<file path="src/rtl/store_fsm.sv">
// rtl/store_fsm.sv - STORE micro-sequencer: Rj->MAR, Ri->MDR, memory write, wait MFC (optional STORE_TIMEOUT_EN)
module store_fsm #(
    parameter int SEL_W          = 6,
    parameter int TIMEOUT_CYCLES = 15
) (
    input  logic             clk,
    input  logic             reset,
    input  logic             start,
    input  logic             MFC,
    input  logic [SEL_W-1:0] Ri,
    input  logic [SEL_W-1:0] Rj,
    output logic             R0_read,
    output logic             R1_read,
    output logic             R2_read,
    output logic             R3_read,
    output logic             P0_read,
    output logic             MAR_write,
    output logic             MAR_mem_read,
    output logic             MDR_write,
    output logic             MDR_mem_read,
    output logic             MEM_EN,
    output logic             MEM_RW,
    output logic             done,
    output logic             busy,
    output logic             bad_sel,
    output logic             err
);

    typedef enum logic [2:0] {
        S_IDLE  = 3'd0,
        S_ADDR  = 3'd1,
        S_DATA  = 3'd2,
        S_WRITE = 3'd3,
        S_WAIT  = 3'd4,
        S_DONE  = 3'd5
    } state_t;

    localparam logic [SEL_W-1:0] LP_MAX_SEL = SEL_W'(4);

    // Timeout limit outside 1..255 cannot be represented by the 8-bit counter.
    if (TIMEOUT_CYCLES < 1 || TIMEOUT_CYCLES > 255) begin : g_bad_timeout
        $error("store_fsm: TIMEOUT_CYCLES must be in 1..255");
    end

    state_t           r_state;
    state_t           w_next;
    logic [SEL_W-1:0] r_ri;
    logic [SEL_W-1:0] r_rj;
    logic             r_bad;
    logic             w_launch;
    logic             w_bad_in;
    logic             w_timeout;
    logic [4:0]       w_rd;

    // One-hot register read strobe for a selector: {R0,R1,R2,R3,P0}.
    function automatic logic [4:0] f_onehot(input logic [SEL_W-1:0] s);
        logic [4:0] v;
        v = 5'b00000;
        case (s)
            SEL_W'(0): v = 5'b10000;
            SEL_W'(1): v = 5'b01000;
            SEL_W'(2): v = 5'b00100;
            SEL_W'(3): v = 5'b00010;
            SEL_W'(4): v = 5'b00001;
            default:   v = 5'b00000;
        endcase
        return v;
    endfunction

    assign w_launch = (r_state == S_IDLE) && start;
    assign w_bad_in = (Ri > LP_MAX_SEL) || (Rj > LP_MAX_SEL);

`ifdef STORE_TIMEOUT_EN
    localparam logic [7:0] LP_LIMIT = 8'(TIMEOUT_CYCLES - 1);

    logic [7:0] r_cnt;
    logic       r_err;

    assign w_timeout = (r_state == S_WAIT) && !MFC && (r_cnt == LP_LIMIT);

    // WAIT-cycle counter: cleared while in WRITE so it starts at 0 on WAIT entry.
    always_ff @(posedge clk) begin
        if (!reset) begin
            r_cnt <= 8'd0;
        end else if (r_state == S_WRITE) begin
            r_cnt <= 8'd0;
        end else if (r_state == S_WAIT && !MFC) begin
            r_cnt <= r_cnt + 8'd1;
        end
    end

    // Error cause flag: set when WAIT gives up, cleared on each new launch.
    always_ff @(posedge clk) begin
        if (!reset) begin
            r_err <= 1'b0;
        end else if (w_launch) begin
            r_err <= 1'b0;
        end else if (w_timeout) begin
            r_err <= 1'b1;
        end
    end
`else
    logic r_err;

    assign w_timeout = 1'b0;
    assign r_err     = 1'b0;
`endif

    // State register plus selector/cause capture on the edge that leaves IDLE.
    always_ff @(posedge clk) begin
        if (!reset) begin
            r_state <= S_IDLE;
            r_ri    <= '0;
            r_rj    <= '0;
            r_bad   <= 1'b0;
        end else begin
            r_state <= w_next;
            if (w_launch) begin
                r_ri  <= Ri;
                r_rj  <= Rj;
                r_bad <= w_bad_in;
            end
        end
    end

    // Next-state logic; MFC is only looked at in WAIT.
    always_comb begin
        w_next = r_state;
        case (r_state)
            S_IDLE:  if (start) w_next = w_bad_in ? S_DONE : S_ADDR;
            S_ADDR:  w_next = S_DATA;
            S_DATA:  w_next = S_WRITE;
            S_WRITE: w_next = S_WAIT;
            S_WAIT:  if (MFC || w_timeout) w_next = S_DONE;
            S_DONE:  w_next = S_IDLE;
            default: w_next = S_IDLE;
        endcase
    end

    // Moore output decode from the registered state; everything forced low while in reset.
    always_comb begin
        w_rd         = 5'b00000;
        MAR_write    = 1'b0;
        MAR_mem_read = 1'b0;
        MDR_write    = 1'b0;
        MDR_mem_read = 1'b0;
        MEM_EN       = 1'b0;
        MEM_RW       = 1'b0;
        done         = 1'b0;
        busy         = 1'b0;
        bad_sel      = 1'b0;
        err          = 1'b0;
        if (reset) begin
            busy = (r_state != S_IDLE);
            case (r_state)
                S_ADDR: begin
                    w_rd      = f_onehot(r_rj);
                    MAR_write = 1'b1;
                end
                S_DATA: begin
                    w_rd      = f_onehot(r_ri);
                    MDR_write = 1'b1;
                end
                S_WRITE, S_WAIT: begin
                    MAR_mem_read = 1'b1;
                    MDR_mem_read = 1'b1;
                    MEM_EN       = 1'b1;
                end
                S_DONE: begin
                    done    = 1'b1;
                    bad_sel = r_bad;
                    err     = r_err;
                end
                default: ;
            endcase
        end
    end

    assign R0_read = w_rd[4];
    assign R1_read = w_rd[3];
    assign R2_read = w_rd[2];
    assign R3_read = w_rd[1];
    assign P0_read = w_rd[0];

endmodule

</file>
<file path="config.mk">
export PLATFORM = sky130hd
export DESIGN_NAME = store_fsm
export DESIGN_NICKNAME = d
export VERILOG_FILES = /design/src/rtl/store_fsm.sv
export SDC_FILE = /design/constraint.sdc
export NUM_CORES = 1
export LEC_CHECK = 0
export BUFFER_PORTS_ARGS = -buffer_cell sky130_fd_sc_hd__buf_2
export CORE_UTILIZATION = 25
export CTS_CLUSTER_SIZE = 25
export DETAILED_ROUTE_END_ITERATION = 8
export GPL_ROUTABILITY_DRIVEN = 0
export GPL_TIMING_DRIVEN = 1
export HOLD_SLACK_MARGIN = 0.08
export PLACE_DENSITY = 0.49
export SETUP_SLACK_MARGIN = 0.3
export SLEW_MARGIN = 20
export SYNTH_ARGS = -nofsm -noshare
export SYNTH_HDL_FRONTEND = slang
export SYNTH_SLANG_ARGS = --single-unit
export TNS_END_PERCENT = 30
</file>
<file path="constraint.sdc">
create_clock -name clk -period 2.9 [get_ports clk]
set_clock_uncertainty 0.15 [all_clocks]
set_input_delay 0.145 -clock clk [delete_from_list [all_inputs] [get_ports clk]]
set_output_delay 0.145 -clock clk [all_outputs]
set_load 0.03 [all_outputs]
</file>
==> flow_metrics.env, run 1 <==
export IMPL_outcome="complete, no violations"
export IMPL_post_place_ws_ns=0.985
export IMPL_endpoint_kind="output pin"
export IMPL_cp_buffers_inverters=1
export IMPL_synthCells=110
export IMPL_ys_flop_type="dfxtp_1"
export IMPL_synth_compound_area_share_pct=21.8
export IMPL_top_layer="met4"
export IMPL_coreArea_um2=3360
export IMPL_synth_most_common_cell="nand2_1"
export IMPL_cts_tree="built"
export IMPL_route_vias_total=903
export IMPL_synth_cell_types=36
export IMPL_hpwl_um=1570
export IMPL_ys_warn_count=0
export IMPL_crit_fanout=3
export IMPL_ir_worst_vdd_uv=165
export IMPL_wl_met2_um=951
export IMPL_r2r_cells=2
export IMPL_synth_fa_ha_area_share_pct=0
export IMPL_diodes=0
export IMPL_crit_chain="or3_1 > or4_4 > o32ai_1 > buf_2"
export IMPL_start_util_pct=26.3
export IMPL_fillers=382
export IMPL_grt_pass1_vias=699
export IMPL_fmax_ghz=0.446
export IMPL_fin_ws_ns=0.657
export IMPL_ys_seq_area_share_pct=36.2
export IMPL_synth_top_area_share_pct=36.2
export IMPL_wl_met3_um=106
export IMPL_grt_max_degree=24
export IMPL_synth_top_family_by_area="simple AND/OR/NAND/NOR gates"
export IMPL_antenna_found_initial=0
export IMPL_period_minus_slack_ns=2.24
export IMPL_final_hold_violation_count=0
export IMPL_hold_ws_ns=0.123
export IMPL_fp_dieH_um=61.5
export IMPL_cts_root_buf="clkbuf_4"
export IMPL_async_reset_ff_share_pct=0
export IMPL_required_ns=2.61
export IMPL_synthesis_area_um2=886
export IMPL_synth_seq_cells=16
export IMPL_worstHoldPathType="in2reg"
export IMPL_postCtsSetupBuffers=0
export IMPL_ys_top_cells_by_count="nand2_1, dfxtp_1, a21boi_0"
export IMPL_first_pass_iters=4
export IMPL_drv_slew=0
export IMPL_insertion_delay_ns=0.29
export IMPL_cts_made_buffers=3
export IMPL_yosys_area_share_simple_pct=32.5
export IMPL_cp_arrival_ns=1.95
export IMPL_portBuffers=28
export IMPL_cpMaxStageDelayCell="or4_4"
export IMPL_synth_mux_area_share_pct=0
export IMPL_die_x_um=61.5
export IMPL_synth_edf_count=0
export IMPL_setup_viol=0
export IMPL_max_stage_delay_ns=0.44
export IMPL_min_to="r_rj[5]$_SDFFE_PN0P_"
export IMPL_synth_area_leaders="dfxtp_1, nand2_1, a21boi_0"
export IMPL_drive_gt1_share_pct=25.9
export IMPL_avgSynthCellArea_um2=8.05
export IMPL_clkTransAtPathRegs_ns=0.10
export IMPL_row_count=21
export IMPL_cts_sinks=16
export IMPL_cts_max_level=1
export IMPL_hold_start="reset"
export IMPL_multi_input_area_um2=497
export IMPL_period_share_pct=77.3
export IMPL_critPathKind="reg2out"
export IMPL_p_leak_nw=0.512
export IMPL_io_pins=31
export IMPL_drv_cap=0
export IMPL_total_power_w=0.000620
export IMPL_drc_errors=0
export IMPL_cts_max_path_buffers=2
export IMPL_synth_area_leader_cell="dfxtp_1"
export IMPL_groute_usage_overall_pct=12.4
export IMPL_crit_path_start_kind="flop"
export IMPL_wl_met1_um=1140
export IMPL_fin_util_pct=36.0
export IMPL_rsz0062_at_grt="false"
export IMPL_min_path_cells=2
export IMPL_die_area_um2=3790
export IMPL_area_delta_synth_final_pct=36.6
export IMPL_avgViaCountPerCell=4.68
export IMPL_ant_nets=0
export IMPL_routed_wl_um=2210
export IMPL_reg2reg_from="r_state[1]$_SDFFE_PN0P_"
export IMPL_detail_route_wl_per_cell_um=11.4
export IMPL_ff_latch_area_um2=320
export IMPL_synth_xor_area_share_pct=0.989
export IMPL_r2r_setup_slack_ns=1.11
export IMPL_critPathTopFamily="simple AND/OR/NAND/NOR gates"
export IMPL_nets=164
export IMPL_power_per_cell_area_nw_per_um2=513
export IMPL_fin_tns_setup_ns=0
export IMPL_grt_pass1_wl_um=3360
export IMPL_r2r_end="r_bad$_SDFFE_PN0P_"
export IMPL_globalRouteOverflowTotal=0
export IMPL_drt_iter0_markers=15
==> registers in the layout, summed over array words and instances (netlist names) <==
name,flops
r_ri,6
r_rj,6
r_state,3
r_bad,1
==> kinds of logic after synthesis <==
kind of cell	Yosys count
AO/OA/AOI/OAI	25
XOR/XNOR	1
buffers and inverters	14
flip-flops	16
other	1
AND/OR/NAND/NOR	53
==> what timing repair did <==
action,CTS,global route
hold buffers,14,0
endpoints found under the hold margin,15,0
resized for setup,0,0
==> report_power, final <==
group	internal, W	switching, W	total (W)
logic	0.0000865	0.000102	0.000188
registers	0.000246	0.0000355	0.000282
clock network	0.0000764	0.0000740	0.000150
total	0.000409	0.000211	0.000620
==> cells in the final DEF (no fill, tap or decap), drive strengths merged, types with 2 or more instances in the layout <==
cell         Yosys  routed
dlygate4sd3      0      14
and3b            2       2
conb             1       2
nor3             3       3
nor2b            2       2
nor2             5       5
o32ai            2       2
dfxtp           16      16
nand4            2       2
inv              3       3
nand2           26      26
clkbuf           3       4
nor3b            2       2
o21ai            4       4
buf              8      29
a21boi          12      12
==> per-stage QoR <==
stage	cell area, um2	instances
floorplan	890	111
global placement	1030	175
detailed placement	1030	175
CTS	1210	193
global route	1210	193
finish	1210	193
==> worst max-delay path by stage <==
stage | startpoint | endpoint | slack, ns | cells after the start
after detailed placement | r_rj[3]$_SDFFE_PN0P_ | R3_read | 0.98 | 4
after CTS | r_rj[3]$_SDFFE_PN0P_ | R2_read | 0.64 | 4
after floorplan | r_rj[3]$_SDFFE_PN0P_ | R2_read | 0.69 | 3
after global routing | r_rj[3]$_SDFFE_PN0P_ | R2_read | 0.53 | 4
after global placement | r_rj[3]$_SDFFE_PN0P_ | R3_read | 1.02 | 4
final | r_rj[3]$_SDFFE_PN0P_ | R2_read | 0.66 | 4
==> metal layers <==
layer	vias up	global-route usage [%]
met5	-	0
met4	0	5.71
met3	2	2.52
met2	28	17.5
met1	416	17.9
li1	457	-
==> area by class of cell <==
class / count / share of cell area, %
well taps: 46 / 4.76
multi-input cells: 81 / 41.1
flip-flops and latches: 16 / 26.5
inverters: 3 / 0.931
clock buffers: 4 / 3.00
repair buffers: 43 / 23.8
Power figures use the tool's default switching activity.
==> inputs of run 2 (changes only) <==
--- a/config.mk
+++ b/config.mk
@@ -12,7 +12,7 @@
 export GPL_ROUTABILITY_DRIVEN = 0
 export GPL_TIMING_DRIVEN = 1
 export HOLD_SLACK_MARGIN = 0.08
-export PLACE_DENSITY = 0.49
+export PLACE_DENSITY = 0.5
 export SETUP_SLACK_MARGIN = 0.3
 export SLEW_MARGIN = 20
 export SYNTH_ARGS = -nofsm -noshare
==> constraint.sdc (replaced) <==
create_clock -name clk -period 1.8 [get_ports clk]
set_clock_uncertainty 0.15 [all_clocks]
set_input_delay 0.09 -clock clk [delete_from_list [all_inputs] [get_ports clk]]
set_output_delay 0.09 -clock clk [all_outputs]
set_load 0.03 [all_outputs]
==> flow_metrics.env, run 2 (synthesis gave the netlist of run 1 again) <==
export IMPL_final_common_cell="nand2_1"
export IMPL_setup_viol=3
export IMPL_design_area_um2=1490
export IMPL_insertion_delay_ns=0.29
export IMPL_cts_max_level=1
export IMPL_min_to="r_state[0]$_SDFFE_PN0P_"
export IMPL_drv_cap=0
export IMPL_area_delta_synth_final_pct=68.4
export IMPL_crit_path_start="r_rj[3]$_SDFFE_PN0P_"
export IMPL_detail_route_wl_per_cell_um=12.7
export IMPL_reg2reg_from="r_state[2]$_SDFFE_PN0P_"
export IMPL_place_area_um2=1100
export IMPL_fmax_ghz=0.468
export IMPL_power_per_cell_area_nw_per_um2=786
export IMPL_drv_slew=0
export IMPL_critPathKind="reg2out"
export IMPL_portBuffers=28
export IMPL_hold_start="start"
export IMPL_cts_max_path_buffers=2
export IMPL_endpoint_kind="output pin"
export IMPL_period_minus_slack_ns=2.14
export IMPL_r2r_cells=7
export IMPL_r2r_setup_slack_ns=0.08
export IMPL_crit_path_start_kind="flop"
export IMPL_grt_max_degree=23
export IMPL_p_leak_nw=0.602
export IMPL_p_int_w=0.000769
export IMPL_wl_met3_um=58
export IMPL_ant_nets=0
export IMPL_cts_root_buf="clkbuf_4"
export IMPL_globalRouteOverflowTotal=0
export IMPL_routed_wl_um=2560
export IMPL_first_pass_iters=4
export IMPL_wl_met1_um=1250
export IMPL_fin_ws_ns=-0.337
export IMPL_die_x_um=61.5
export IMPL_clkPwrFrac_pct=20.4
export IMPL_final_hold_violation_count=0
export IMPL_route_vias_total=927
export IMPL_die_area_um2=3790
export IMPL_diodes=0
export IMPL_wl_met2_um=1220
export IMPL_antenna_found_initial=0
export IMPL_r2r_end="r_bad$_SDFFE_PN0P_"
export IMPL_p_sw_w=0.000403
export IMPL_violations="negative setup slack"
export IMPL_nets=172
export IMPL_top_layer="met4"
export IMPL_io_pins=31
export IMPL_crit_chain="or3_4 > or4_4 > o32ai_4 > buf_6"
export IMPL_ir_worst_vdd_uv=339
export IMPL_hold_ws_ns=0.109
export IMPL_start_util_pct=26.3
export IMPL_cts_made_buffers=3
export IMPL_reg_top3="r_ri x6, r_rj x6, r_state x3"
export IMPL_groute_usage_overall_pct=13.8
export IMPL_cts_sinks=16
export IMPL_clkTransAtPathRegs_ns=0.10
export IMPL_rsz0062_at_grt="true"
export IMPL_cpMaxStageDelayCell="or4_4"
export IMPL_swShare_pct=34.4
export IMPL_fp_dieH_um=61.5
export IMPL_coreArea_um2=3360
export IMPL_hpwl_um=1670
export IMPL_drt_iter0_markers=18
export IMPL_grt_pass1_vias=839
export IMPL_crit_fanout=3
export IMPL_drc_errors=0
export IMPL_worstHoldPathType="in2reg"
export IMPL_drive_gt1_share_pct=45.2
export IMPL_required_ns=1.56
export IMPL_period_share_pct=119
export IMPL_mostFrequentLayoutCells="nand2_1, buf_2, buf_6"
export IMPL_min_path_cells=4
export IMPL_cp_arrival_ns=1.90
export IMPL_grt_pass1_wl_um=3800
export IMPL_cts_tree="built"
export IMPL_avgViaCountPerCell=4.61
export IMPL_power_frac_seq_pct=37.7
export IMPL_max_stage_delay_ns=0.47
export IMPL_outcome="finished, violations left"
export IMPL_combPwrFrac_pct=41.9
export IMPL_row_count=21
==> run 2: per-layer routing <==
metal	track usage, %	vias up
li1	-	469
met1	18.6	433
met2	21.8	21
met3	2.52	4
met4	5.40	0
met5	0	-
==> run 2: final cells by class <==
class | count | area, um2
multi-input cells | 81 | 624
flip-flops and latches | 16 | 328
repair buffers | 51 | 434
clock buffers | 4 | 36.3
inverters | 3 | 11.3
well taps | 46 | 57.6
fillers | 363 | 1870
==> run 2: per-stage QoR <==
step | total power, W | util [%] | setup WS [ns] | TNS [ns] | instances
after global routing | 0.00124 | 44.3 | -0.406 | -1.18 | 201
after floorplan | 0.000692 | - | 0.0223 | 0 | 111
after detailed placement | 0.000778 | 32.8 | -0.0942 | -0.203 | 179
final | 0.00117 | 44.3 | -0.337 | -0.929 | 201
after CTS | 0.00111 | 42.2 | -0.368 | -1.03 | 199
after global placement | 0.000770 | 32.8 | -0.0524 | -0.108 | 179
==> run 2: how the worst max path moves through the flow <==
stage	end	slack (ns)	cells past startpoint
2_1_floorplan	R2_read	0.02	3
3_3_place_gp	R2_read	-0.05	4
3_5_place_dp	R2_read	-0.09	4
4_1_cts	R2_read	-0.37	4
5_1_grt	R3_read	-0.41	4
6_report	R3_read	-0.34	4
==> run 2: power groups by stage <==
stage	combinational (W)	sequential (W)	clock, W
6_report	0.000490	0.000442	0.000240
5_1_grt	0.000529	0.000446	0.000266
3_5_place_dp	0.000335	0.000443	0
2_1_floorplan	0.000266	0.000426	0
3_3_place_gp	0.000329	0.000441	0
4_1_cts	0.000427	0.000443	0.000245
==> run 2: critical path, delay by kind of cell, from the launching register on <==
kind	cells	cell delay (ns)
AO/OA/AOI/OAI	1	0.28
flip-flops	1	0.33
AND/OR/NAND/NOR	2	0.85
buffers and inverters	1	0.16
==> run 2: repair_timing <==
item / in CTS / in global routing
endpoints found under the hold margin: 15 / 0
buffers inserted: 2 / 1
cloned: 0 / 1
hold buffers: 14 / 0
pin swaps: 3 / 16
endpoints found under the setup margin: 25 / 26
gates resized for setup: 39 / 29
